## src/rtl/mul_tree_fx_pipe.sv

```systemverilog
// Pipelined fixed-point product tree for PC multiply nodes.
// Reduces N_IN unsigned Q0.DW leaves into per-mode group products.
module mul_tree_fx_pipe #(
  parameter int N_IN   = 8,
  parameter int DW     = 16,
  parameter int LOG2N  = $clog2(N_IN),
  parameter int MODE_W = 2
) (
  input  logic                     clk,
  input  logic                     rst,
  input  logic [N_IN*DW-1:0]       mul_ins,
  input  logic                     mul_stb,
  input  logic [MODE_W-1:0]        mode,
  output logic                     in_ready,
  output logic [(N_IN/2)*DW-1:0]   outputs,
  output logic                     out_stb,
  input  logic                     out_ready,
  output logic [MODE_W-1:0]        out_mode,
  output logic [N_IN/2-1:0]        uflow
);

  localparam int HALF = N_IN / 2;

  logic [N_IN-1:0][DW-1:0] in_d;
  logic                    in_v;
  logic [MODE_W-1:0]       in_m;

  logic [LOG2N-1:0][HALF-1:0][DW-1:0] st_d, nxt_d;
  logic [LOG2N-1:0][HALF-1:0]         st_nz, nxt_nz;
  logic [LOG2N-1:0]                   st_v, nxt_v;
  logic [LOG2N-1:0][MODE_W-1:0]       st_m, nxt_m;

  logic [N_IN-1:0][DW-1:0] src;
  logic [N_IN-1:0]         src_nz;
  logic                    adv;

  function automatic logic [DW-1:0] fx_mul(
    input logic [DW-1:0] a,
    input logic [DW-1:0] b
  );
    logic [2*DW-1:0] p;
    p = {{DW{1'b0}}, a} * {{DW{1'b0}}, b};
    return p[2*DW-1:DW];
  endfunction

  function automatic int grp(input logic [MODE_W-1:0] m);
    int g;
    g = int'(m) + 1;
    return (g > LOG2N) ? LOG2N : g;
  endfunction

  assign adv      = !st_v[LOG2N-1] || out_ready;
  assign in_ready = adv;

  always_comb begin
    nxt_d  = '0;
    nxt_nz = '0;
    nxt_v  = '0;
    nxt_m  = '0;
    src    = '0;
    src_nz = '0;
    nxt_v[0] = in_v;
    nxt_m[0] = in_m;
    for (int j = 0; j < HALF; j++) begin
      nxt_d[0][j]  = fx_mul(in_d[2*j], in_d[2*j+1]);
      nxt_nz[0][j] = (|in_d[2*j]) && (|in_d[2*j+1]);
    end
    // Upper half of src stays zero so pair indexing never leaves range.
    for (int s = 1; s < LOG2N; s++) begin
      nxt_v[s] = st_v[s-1];
      nxt_m[s] = st_m[s-1];
      src = '0;
      src_nz = '0;
      src[HALF-1:0] = st_d[s-1];
      src_nz[HALF-1:0] = st_nz[s-1];
      if (s + 1 <= grp(st_m[s-1])) begin
        for (int j = 0; j < HALF; j++) begin
          if (j < (N_IN >> (s + 1))) begin
            nxt_d[s][j]  = fx_mul(src[2*j], src[2*j+1]);
            nxt_nz[s][j] = src_nz[2*j] && src_nz[2*j+1];
          end
        end
      end else begin
        nxt_d[s]  = st_d[s-1];
        nxt_nz[s] = st_nz[s-1];
      end
    end
  end

  always_ff @(posedge clk) begin
    if (rst) begin
      in_d  <= '0;
      in_v  <= 1'b0;
      in_m  <= '0;
      st_d  <= '0;
      st_nz <= '0;
      st_v  <= '0;
      st_m  <= '0;
    end else if (adv) begin
      in_d  <= mul_ins;
      in_v  <= mul_stb;
      in_m  <= mode;
      st_d  <= nxt_d;
      st_nz <= nxt_nz;
      st_v  <= nxt_v;
      st_m  <= nxt_m;
    end
  end

  assign outputs  = st_d[LOG2N-1];
  assign out_stb  = st_v[LOG2N-1];
  assign out_mode = st_m[LOG2N-1];

  // Padding lanes carry nz=0, so they never flag.
  always_comb begin
    uflow = '0;
    for (int j = 0; j < HALF; j++)
      uflow[j] = st_nz[LOG2N-1][j] && (st_d[LOG2N-1][j] == '0);
  end

endmodule

```

## config.mk

```make
export PLATFORM = sky130hd
export DESIGN_NAME = mul_tree_fx_pipe
export DESIGN_NICKNAME = d
export VERILOG_FILES = /design/src/rtl/mul_tree_fx_pipe.sv
export SDC_FILE = /design/constraint.sdc
export NUM_CORES = 2
export LEC_CHECK = 0
export ABC_AREA = 0
export ABC_CLOCK_PERIOD_IN_PS = 7800
export BUFFER_PORTS_ARGS = -buffer_cell sky130_fd_sc_hd__buf_2
export CAP_MARGIN = 40
export CORE_AREA = 2 2 341 343
export DETAILED_ROUTE_END_ITERATION = 7
export DIE_AREA = 0 0 343 345
export PLACE_DENSITY = 0.79
export SLEW_MARGIN = 15
export SYNTH_ARGS = -nofsm -noshare
export SYNTH_HDL_FRONTEND = slang
export SYNTH_SLANG_ARGS = --single-unit
```

## constraint.sdc

```tcl
create_clock -name clk -period 7.8 [get_ports clk]
set_input_delay 1.17 -clock clk [delete_from_list [all_inputs] [get_ports clk]]
set_output_delay 1.17 -clock clk [all_outputs]
set_load 0.1 [all_outputs]
```

Word-level counts from Yosys, hierarchy flattened

Cells that the tools add are included.

Reduce and logical (&&, ||, !) cells: 25
$mul: 7
$lt $le $gt $ge: 4
Muxes and demuxes: 10
Add/subtract/negate cells: 2

Operators with widths:

| operator              | count |
|---|---|
| $mul A16 B16 Y32      | 7 |
| $reduce_or A16 Y1     | 8 |
| $logic_not A16 Y1     | 4 |
| $mux W32              | 2 |
| $mux W48              | 1 |
| $mux W16              | 1 |
| $logic_and A1 B1 Y1   | 11 |
| $mux W3               | 3 |
| $add A2 B1 Y3 const B | 2 |
| $gt A3 B2 Y1 const B  | 2 |
| $le A2 B3 Y1 const A  | 2 |
| $mux W2               | 2 |
| $logic_not A1 Y1      | 1 |
| $logic_or A1 B1 Y1    | 1 |
| $mux W1               | 1 |

Register bits after elaboration: 344
Logic and storage cells: 77
Output and inout port bits: 72

Depth between registers and ports, before layout

Word-level depth: 5
Depth in mapped cells: 26
Mapped depth without buffers: 23

Worst setup path before layout

No wires, ideal clock.

Path type: register -> register
From: reg in_d[87] (netlist bit)
To: reg st_d[41] (netlist bit)
Data required time: 7.683 ns
Data arrival time: 6.204 ns
Stages on the path, launching flop included: 26
Library setup time: 0.117 ns
Setup slack: 1.479 ns
Path through: dfxtp_1 clkbuf_1 clkbuf_1 nand2_1 fa_1 inv_1 fa_1 inv_1 fa_1 inv_1 fa_1 fa_1 inv_1 fa_1 inv_1 ha_1 nand4_1 nor4_1 a221oi_1 a21oi_1 o21ai_1 a21boi_0 o21a_1 o21a_1 or3_1 a32o_1

Longest elaborated chain between the ends: 1

Ends and longest elaborated chain:

| item                   | line | text |
|---|---|---|
| start, declared        | 24   | `logic [N_IN-1:0][DW-1:0] in_d;` |
| start signal, assigned | 100  | `in_d <= mul_ins;` |
| $mul A16 B16 Y32       | 42   | `p = {{DW{1'b0}}, a} * {{DW{1'b0}}, b};` |
| end signal, assigned   | 103  | `st_d <= nxt_d;` |
| end, declared          | 28   | `logic [LOG2N-1:0][HALF-1:0][DW-1:0] st_d, nxt_d;` |

Every way passes these cells.
A chain may end at the register's enable or synchronous reset.

Final worst setup path

From: reg in_d[68] (netlist bit)
To: reg st_d[45] (netlist bit)

Same word-level chain as after synthesis.

==> key figures <==
Critical path
  – Worst setup path start: in_d[68]$_SDFFE_PP0P_
  – RR Startpoint: in_d[68]$_SDFFE_PP0P_
  – Nature of the critical path endpoint: flop
  – CP Launch Type: flop
  – FF-to-FF path depth: 21
  – Crit path max fanout: 18
  – Req. time, crit path: 8300 ps
  – CP Data Arrival Time: 7650 ps
  – Crit Path Category: flop to flop

GRT
  – Initial antenna violation count: 7
  – First-pass GRT wire length: 292,000 um
  – GRT overflow: 0
  – Vias in the first global route: 57.0k
  – Largest net degree at the start of global routing: 206
  – Total Routing Usage GR: 30.7%

Clock network
  – Total clock sinks: 344
  – H-Tree Depth: 2
  – CTS max path bufs: 3
  – Resized cells post-CTS: 0
  – Worst-Skew Late Latency: 640 ps
  – Clock transition at path regs: 60 ps
  – Root buffer cell: clkbuf_16
  – Postcts setup bufs: 0
  – CTS tree: yes
  – Num CTS Buffers: 43
  – Hold_buf cts: 0

Synthesis
  – Multiplexer share of the synthesized area: 0.0439%
  – Synth Flop Type: dfxtp_1
  – Post-Synth XOR/XNOR Area: 1.34%
  – #FFs+latches synth: 344
  – Largest family of logic cells by synthesized area: adder cells
  – Yosys top cell by area: fa_1
  – Netlist cell types: 69
  – Synth Area in Simple Gates: 18.3%
  – Synthesized area per cell: 8.68 sq um
  – Post-synth EDFFs: 0
  – Mapped Cells: 7,879
  – Synth Area in Adders: 52.5%
  – Synth Net Count: 10.1k
  – Dominant cells by area after synthesis: fa_1 (40%), ha_1 (13%), dfxtp_1 (10%)
  – Synth Area in Compound Gates: 6.23%
  – Async set or reset register ratio after synthesis: 0%
  – Synth top area share: 39.6%
  – Mapped Area: 68,400 sq um
  – Seq/Total Area, Yosys: 10.1%
  – Total of warnings raised by yosys: 0

Power
  – Power Density: 143 nW/um^2
  – Worst vdd ir: 0.000166 V
  – Flop pwr share: 26.6%
  – Leakage power: 37.1 nW
  – Net Sw Frac: 47.4%
  – P_sw: 4.87 mW
  – Int Power: 5.40 mW
  – Combinational Power Share: 52.7%
  – Clk network pwr share: 20.7%
  – Power, Total: 10.3 mW

STA
  – Fin crit share: 91.7%
  – Worst-margin pin slew: 1010 ps
  – Worst Skew: 45.0 ps
  – Setup ws final: 650 ps
  – Fmax: 140 MHz
  – Final number of setup-violating endpoints: 0
  – RSZ-0062 raised after global routing: no
  – Fin crit period: 7150 ps
  – Rel. slew slack: 32.9%
  – WHS: 450 ps
  – Setup TNS: 0 ps
  – Hold Fails Final Rpt: 0
  – Slew Viols, Final: 0

Floorplan
  – DIE HEIGHT: 345 um
  – # rows: 125
  – Die area: 118,000 sq um
  – IO Count: 206
  – Starting density of the core: 59.4%
  – Core Footprint: 115,000 sq um
  – Die W: 343 um

Place
  – # port buffers: 205
  – Pre-CTS WS: 853 ps
  – Final GP Congestion: 0.936
  – HPWL after detailed placement: 136,000 um

Min path
  – Hold depth: 2
  – Hold Path Origin: st_nz[10]$_SDFFE_PP0P_
  – Hold Path Class: flop to flop

Layout
  – Layout Utilization: 62.3%
  – Share of layout cells above drive strength 1: 5.26%
  – Final #Nets: 9,946
  – Most common cell after layout, fill and taps aside: inv_1
  – Commonest cells after routing, fill and taps aside: inv_1 (1,536), nand2_1 (1,425), fa_1 (1,351)
  – Synthesis-to-layout area growth: 4.86%

Drt
  – Via density: 5.67
  – Vias: 52.8k
  – Drt total wl: 177,000 um
  – Routed len/inst: 19.0 um
  – 1st-iter DRT viols: 4,075
  – # DRC: 0
  – DRT Pass-1 Iters: 6
  – Antenna-violating nets left: 0

Status
  – Status: complete, no violations

Run
  – Total of max-cap violations: 0
==> final cells by class <==
cell class | count | area [sq um]
Tap cell | 1524 | 1910
Sequential cell | 344 | 6890
Clock inverter | 13 | 219
Multi-Input combinational cell | 5503 | 53700
Antenna cell | 3 | 7.51
Timing Repair Buffer | 324 | 2030
Clock buffer | 58 | 1220
Inverter | 1538 | 5780
Fill cell | 9548 | 43400
==> layer usage <==
layer | GRT usage, % | vias to the layer above | wire [um]
met5 | 0 | - | 41
met4 | 10.1 | 6 | 6130
met3 | 7.23 | 490 | 18800
met2 | 49.3 | 2472 | 81400
met1 | 41.0 | 26368 | 70200
li1 | - | 23449 | -
==> synth_stat cells, types with 4 or more instances <==
master	instances
clkbuf_1	424
or2_2	7
a21boi_0	4
o21ai_0	120
o21bai_1	11
and3_1	17
o2111ai_1	5
xor2_1	43
a21o_1	52
nor3_1	12
o31ai_1	4
nand2_1	1425
inv_1	1538
ha_1	707
o21a_1	14
a22oi_1	36
o211ai_1	10
a311oi_1	10
buf_4	64
a211oi_1	23
dfxtp_1	344
a21oi_1	347
fa_1	1351
o22ai_1	4
buf_1	6
a211o_1	8
nor4_1	49
and4_1	8
a311o_1	4
nand4_1	38
nor2_1	114
a31oi_1	14
nand3_1	82
nor2b_1	15
nor4b_1	6
or3_1	9
nand2b_1	9
xnor2_1	62
and2_1	831
==> power groups by stage <==
stage	clock [mW]	sequential (mW)	combinational, mW
floorplan	0	2.12	4.27
global placement	0	2.73	5.08
detailed placement	0	2.74	5.32
CTS	2.16	2.71	5.38
global route	2.21	2.75	6.23
finish	2.13	2.73	5.41
==> state kept, by name, summed over array words and instances, names as in the netlist, 2 cells and up <==
register,count
nxt_m,4
outputs,64
src,64
in_m,2
out_mode,2
src_nz,4
st_d,64
st_v,3
st_nz,8
in_d,128
==> path summary, 6_finish.rpt <==
path | endpoint | slack, ps
max | st_d[45]$_SDFFE_PP0P_ | 650
max reg2reg | st_d[45]$_SDFFE_PP0P_ | 650
min reg2reg | st_nz[10]$_SDFFE_PP0P_ | 450
min | st_nz[10]$_SDFFE_PP0P_ | 450
==> cells by family (layout without fill, tap and decap cells) <==
group	after synthesis	after routing
AO/OA/AOI/OAI	708	708
XOR/XNOR	105	105
adder cells (fa/ha/maj)	2058	2058
buffers and inverters	2032	1933
flip-flops	344	344
multiplexers	3	3
other	0	3
AND/OR/NAND/NOR	2629	2629
==> critical path: stages (launching register included) <==
cell,delay [ps]
dfxtp_1,980
nand2_1,190
fa_1,450
inv_1,80
fa_1,430
fa_1,580
fa_1,460
fa_1,490
inv_1,50
fa_1,480
inv_1,40
ha_1,290
nand2_1,100
nor4_1,60
a221oi_1,600
a21oi_1,300
o2111ai_1,290
nand2_1,150
a31oi_1,390
nor2_1,100
o211a_1,220
nor4_1,260
==> stage by stage <==
stage / instance area, sq um / std cells
global placement: 70100 / 9224
floorplan: 68400 / 7879
CTS: 71600 / 9300
global route: 71700 / 9306
detailed placement: 70200 / 9229
finish: 71700 / 9307
Note: power is estimated with default switching activity, not from simulation.
